$ cat src/rtl/cpu_defs_pkg.sv
// Shared CPU definitions: divider state encoding and iteration count.
package cpu_defs_pkg;

  localparam int unsigned DIV_ITERS = 32;

  typedef enum logic [1:0] {
    DIV_IDLE = 2'd0,
    DIV_BUSY = 2'd1,
    DIV_ZERO = 2'd2,
    DIV_DONE = 2'd3
  } divState_t;

endpackage

$ cat src/rtl/div_signfix.sv
// Conditional two's-complement negation: operand magnitude on entry, sign correction on exit.
module div_signfix
  import cpu_defs_pkg::*;
#(
  parameter int unsigned WIDTH = DIV_ITERS
) (
  input  logic [WIDTH-1:0] value,
  input  logic             negate,
  output logic [WIDTH-1:0] fixed_c
);

  assign fixed_c = negate ? ((~value) + WIDTH'(1)) : value;

endmodule

$ cat src/rtl/div_unit.sv
// Iterative radix-2 restoring divider for MIPS DIV/DIVU; result is {remainder, quotient} for hi/lo.
module div_unit
  import cpu_defs_pkg::*;
#(
  parameter int unsigned WIDTH = DIV_ITERS,
  parameter int unsigned CNT_W = 6
) (
  input  logic               clk,
  input  logic               rst,
  input  logic               start_i,
  input  logic               signed_i,
  input  logic               annul_i,
  input  logic [WIDTH-1:0]   a_i,
  input  logic [WIDTH-1:0]   b_i,
  output logic               busy_o,
  output logic               ready_o,
  output logic [2*WIDTH-1:0] result_o
);

  divState_t state, nextState;

  logic [WIDTH-1:0]   remR, quoR, divisorR;
  logic               qNegR, rNegR;
  logic [CNT_W-1:0]   cntR;
  logic               busyR, readyR;
  logic [2*WIDTH-1:0] resultR;

  logic               aNeg, bNeg;
  logic [WIDTH-1:0]   aMag, bMag;
  logic [WIDTH:0]     remShift, trial;
  logic [WIDTH-1:0]   remNext, quoNext, remFix, quoFix;
  logic               lastIter;

  assign aNeg = signed_i & a_i[WIDTH-1];
  assign bNeg = signed_i & b_i[WIDTH-1];

  div_signfix #(.WIDTH(WIDTH)) uAbsA (.value(a_i),     .negate(aNeg),  .fixed_c(aMag));
  div_signfix #(.WIDTH(WIDTH)) uAbsB (.value(b_i),     .negate(bNeg),  .fixed_c(bMag));
  div_signfix #(.WIDTH(WIDTH)) uFixQ (.value(quoNext), .negate(qNegR), .fixed_c(quoFix));
  div_signfix #(.WIDTH(WIDTH)) uFixR (.value(remNext), .negate(rNegR), .fixed_c(remFix));

  // One restoring step: the dividend shifts out of quo into rem as quotient bits shift in.
  assign remShift = {remR, quoR[WIDTH-1]};
  assign trial    = remShift - {1'b0, divisorR};
  assign quoNext  = {quoR[WIDTH-2:0], ~trial[WIDTH]};
  assign remNext  = trial[WIDTH] ? remShift[WIDTH-1:0] : trial[WIDTH-1:0];
  assign lastIter = (cntR == CNT_W'(WIDTH - 1));

  // Next-state logic; annul overrides everything.
  always_comb begin
    nextState = state;
    if (annul_i) begin
      nextState = DIV_IDLE;
    end else begin
      case (state)
        DIV_IDLE: if (start_i) nextState = (b_i == '0) ? DIV_ZERO : DIV_BUSY;
        DIV_BUSY: if (lastIter) nextState = DIV_DONE;
        DIV_ZERO: nextState = DIV_DONE;
        DIV_DONE: nextState = DIV_IDLE;
        default:  nextState = DIV_IDLE;
      endcase
    end
  end

  // State register; busy/ready are registered images of the state being entered.
  always_ff @(posedge clk or negedge rst) begin
    if (!rst) begin
      state  <= DIV_IDLE;
      busyR  <= 1'b0;
      readyR <= 1'b0;
    end else begin
      state  <= nextState;
      busyR  <= (nextState == DIV_BUSY) || (nextState == DIV_ZERO);
      readyR <= (nextState == DIV_DONE);
    end
  end

  // Datapath: operand capture, iteration, and result load on completion only.
  always_ff @(posedge clk or negedge rst) begin
    if (!rst) begin
      remR     <= '0;
      quoR     <= '0;
      divisorR <= '0;
      qNegR    <= 1'b0;
      rNegR    <= 1'b0;
      cntR     <= '0;
      resultR  <= '0;
    end else if (!annul_i) begin
      case (state)
        DIV_IDLE: begin
          if (start_i) begin
            cntR <= '0;
            if (b_i == '0) begin
              remR <= a_i;
            end else begin
              remR     <= '0;
              quoR     <= aMag;
              divisorR <= bMag;
              qNegR    <= aNeg ^ bNeg;
              rNegR    <= aNeg;
            end
          end
        end
        DIV_BUSY: begin
          remR <= remNext;
          quoR <= quoNext;
          cntR <= cntR + CNT_W'(1);
          if (lastIter) resultR <= {remFix, quoFix};
        end
        DIV_ZERO: resultR <= {remR, {WIDTH{1'b1}}};
        default: ;
      endcase
    end
  end

  assign busy_o   = busyR;
  assign ready_o  = readyR;
  assign result_o = resultR;

endmodule
$ cat config.mk
export PLATFORM = sky130hd
export DESIGN_NAME = div_unit
export DESIGN_NICKNAME = d
export VERILOG_FILES = /design/src/rtl/cpu_defs_pkg.sv /design/src/rtl/div_signfix.sv /design/src/rtl/div_unit.sv
export SDC_FILE = /design/constraint.sdc
export NUM_CORES = 1
export LEC_CHECK = 0
export BUFFER_PORTS_ARGS = -buffer_cell sky130_fd_sc_hd__buf_2
export CELL_PAD_IN_SITES_DETAIL_PLACEMENT = 1
export CELL_PAD_IN_SITES_GLOBAL_PLACEMENT = 2
export CORE_ASPECT_RATIO = 1.2
export CORE_MARGIN = 1.5
export CORE_UTILIZATION = 32
export CTS_CLUSTER_DIAMETER = 50
export DETAILED_ROUTE_END_ITERATION = 10
export PLACE_DENSITY = 0.78
export SYNTH_ARGS = -nofsm -noshare
export SYNTH_HDL_FRONTEND = slang
export SYNTH_SLANG_ARGS = --single-unit
$ cat constraint.sdc
create_clock -name clk -period 5.8 [get_ports clk]
set_input_delay 1.16 -clock clk [delete_from_list [all_inputs] [get_ports clk]]
set_output_delay 1.16 -clock clk [all_outputs]
set_load 0.1 [all_outputs]
==> metrics <==
Worst path slowest cell=or4_1; I/O Pins=135; Reg clk slew, reported paths=0.07 ns; CP peak stage delay=0.59 ns; Post-synth EDFFs=0; sequential element share of the synthesized area=33.50%; final std cells w/o fill=2263; crit path kind=reg -> reg; CTS Buffer Depth=2; Placed Area=0.01399 mm^2; worst skew pair latency=0.46 ns; syn_nets=1746; # fillers=4881; IO Port Bufs=134; ys async rst share=100.0%; ranking of synthesized cells by area=dfrtp_1 33%, o21ai_0 6.6%, nand2_1 6.5%, a21oi_1 5.6%, xor2_1 4.9%; Final Critical Period=5.362 ns; most frequent cell after synthesis=nand2_1; pin count of the biggest net entering global routing=93; reg2reg setup slack=0.44 ns; H-tree depth=4; Die Width=185.9 um; Vias=12160; Synth Warn #=0; cts hold-fix bufs=0; crit-path cells=inv_1 -> ha_1 -> inv_1 -> fa_1 -> a211oi_2 -> o211ai_1 -> nand4_1 -> a21oi_4 -> o31a_4 -> nor2_4 -> inv_2 -> mux2i_2 -> ha_2 -> or3b_2 -> nor3_4 -> nand3_1 -> nor3_1 -> nand2_1 -> a21oi_1 -> a41oi_1 -> or4_1 -> o21ai_1 -> mux2i_1 -> nand3_1; final instance area=0.01460 mm^2; CP bufs+invs=3; initial antenna violation count=2; CTS tree=done; Max-Cap Viols=0; CTS Buf Count=17; post-synth top area cell=dfrtp_1; DRC Markers=0; Top FF cell, synth=dfrtp_1; area grow syn2layout=13.58%; Hold WC Path Type=reg -> reg; placed cells=2229; Synth cell types=73; first-pass GRT wire length=69.57 mm; Slew Limit Fails=0; CP startpoint kind=flop; arrival time worst endpoint=5.71 ns; final setup vio count=0; die area=0.04137 mm^2; core area=0.03964 mm^2; # rows=80; placer congestion estimate=0.8714; Crit Path Max Fanout=8; max-slew headroom at the worst pin=28.03%; crit-path leading delay family=simple AND/OR/NAND/NOR gates; ANT nets after route=0; drt pass-1 iters=6; CTS root buf=clkbuf_16; RSZ-0062 raised after global routing=false; post-route clock period utilization=92.45%; status=completed; Max Clock Freq=186.5 MHz; total wire length=43.87 mm; overall routing resource usage=21.65%; iteration-0 DRC count of the detailed router=662; #FFs+latches synth=172; share of cells above drive strength 1=13.07%; nets@finish=1827; Sum Neg Setup Slack=0 ns; CP required=6.14 ns; vias in the first global route=12290; CTS sink count=172; DR WL/cell=19.39 um; Synth top area share=33.50%; Fin Clk Skew=0.008020 ns; initial core utilization=32.42%; Critical Path End Type=flop; vias per std cell=5.373; endpoints failing hold=0; Slew @ Worst Pin=1.080 ns; Final HPWL DP=33.73 mm; synthesized cell area=0.01285 mm^2; Mapped Cells=1635; height of the die=222.5 um; syn avg cell area=7.859 um^2; Overflow after GRT=0; Post-synth top cells=222 x nand2_1, 172 x dfrtp_1, 170 x o21ai_0
-- path summary, 6_finish.rpt --
kind	from	end	cells after the start
worst max-delay path	quoR[31]	result_o[62]	24
worst min-delay path	result_o[2]	result_o[2]	2
max in group asynchronous	rst	remR[30]	2
worst min register to register	result_o[2]	result_o[2]	2
min in group asynchronous	rst	result_o[2]	1
worst max register to register	quoR[31]	result_o[62]	24
-- metrics by stage --
stage,util [%],setup WS (ns),hold WS [ns]
after floorplan,-,0.4009,0.4656
after global placement,35.29,0.4225,0.4495
after detailed placement,35.29,0.3221,0.4569
after CTS,36.70,0.2673,0.4738
after global routing,36.82,0.002858,0.4790
final,36.82,0.4381,0.4660
-- what timing repair did --
item | in CTS | in global routing
gates resized for setup | 0 | 7
setup endpoints to repair | 0 | 3
hold endpoints to repair | 0 | 0
setup buffers | 0 | 1
-- per-layer routing --
| metal | part of all wire (%) | track usage (%) | vias up |
|---|---|---|---|
| li1 | - | - | 6000 |
| met1 | 48 | 29.07 | 5909 |
| met2 | 47 | 35.58 | 194 |
| met3 | 2.6 | 2.639 | 53 |
| met4 | 2.5 | 7.596 | 2 |
| met5 | 0.030 | 0 | - |
-- cells in the final DEF (no fill, tap or decap), drive strengths merged, types with 6 or more instances in the layout --
master  count
o21bai      6
and3       19
ha         41
xnor2      60
nor2      161
nor4       14
nand2b      6
or3        21
clkinv      6
nand2     222
a21o       13
o211ai     15
mux2i      38
and2        9
inv        55
clkbuf     19
o21a       13
mux2        9
dfrtp     172
xor2       72
a211oi     18
nand3      45
buf       156
o41ai      16
o21ai     180
nor3       35
a21oi     147
a41oi       8
or4        13
o31ai      29
nand4       9
a31oi      34
-- tightest hold or removal path: stages (launching register included) --
cell and delay [ns]:
dfrtp_1 0.34, nand2_1 0.05, nand2_1 0.05
-- kinds of logic after synthesis --
group                      synth area share [%]
buffers and inverters                     4.615
AOI/OAI and AO/OA                         24.40
xor gates and xnor gates                  8.997
adders and majority gates                 4.148
muxes                                     3.749
and+or+nand+nor                           20.59
DFF                                       33.50
-- sequential cells by signal, indices dropped and copies added, names as in the netlist --
signal and flops:
busy_o 1, cntR 6, rNegR 1, remR 32, ready_o 1, divisorR 32
quoR 32, qNegR 1, result_o 64, state 2
-- final cells by class --
type                    count  area [um^2]  share of cell area (%)
multi-input cells        1315         8016                   54.93
inverters                  54        202.7                   1.389
clock inverters            13        117.6                  0.8058
well taps                 533        666.9                   4.569
flip-flops and latches    172         4304                   29.49
clock buffers              19        442.9                   3.035
repair buffers            156        842.1                   5.769
diodes                      1        2.502                 0.01715
Power is not shown: default switching activity piles up to over one toggle a cycle in this logic, so the estimate is an artifact.
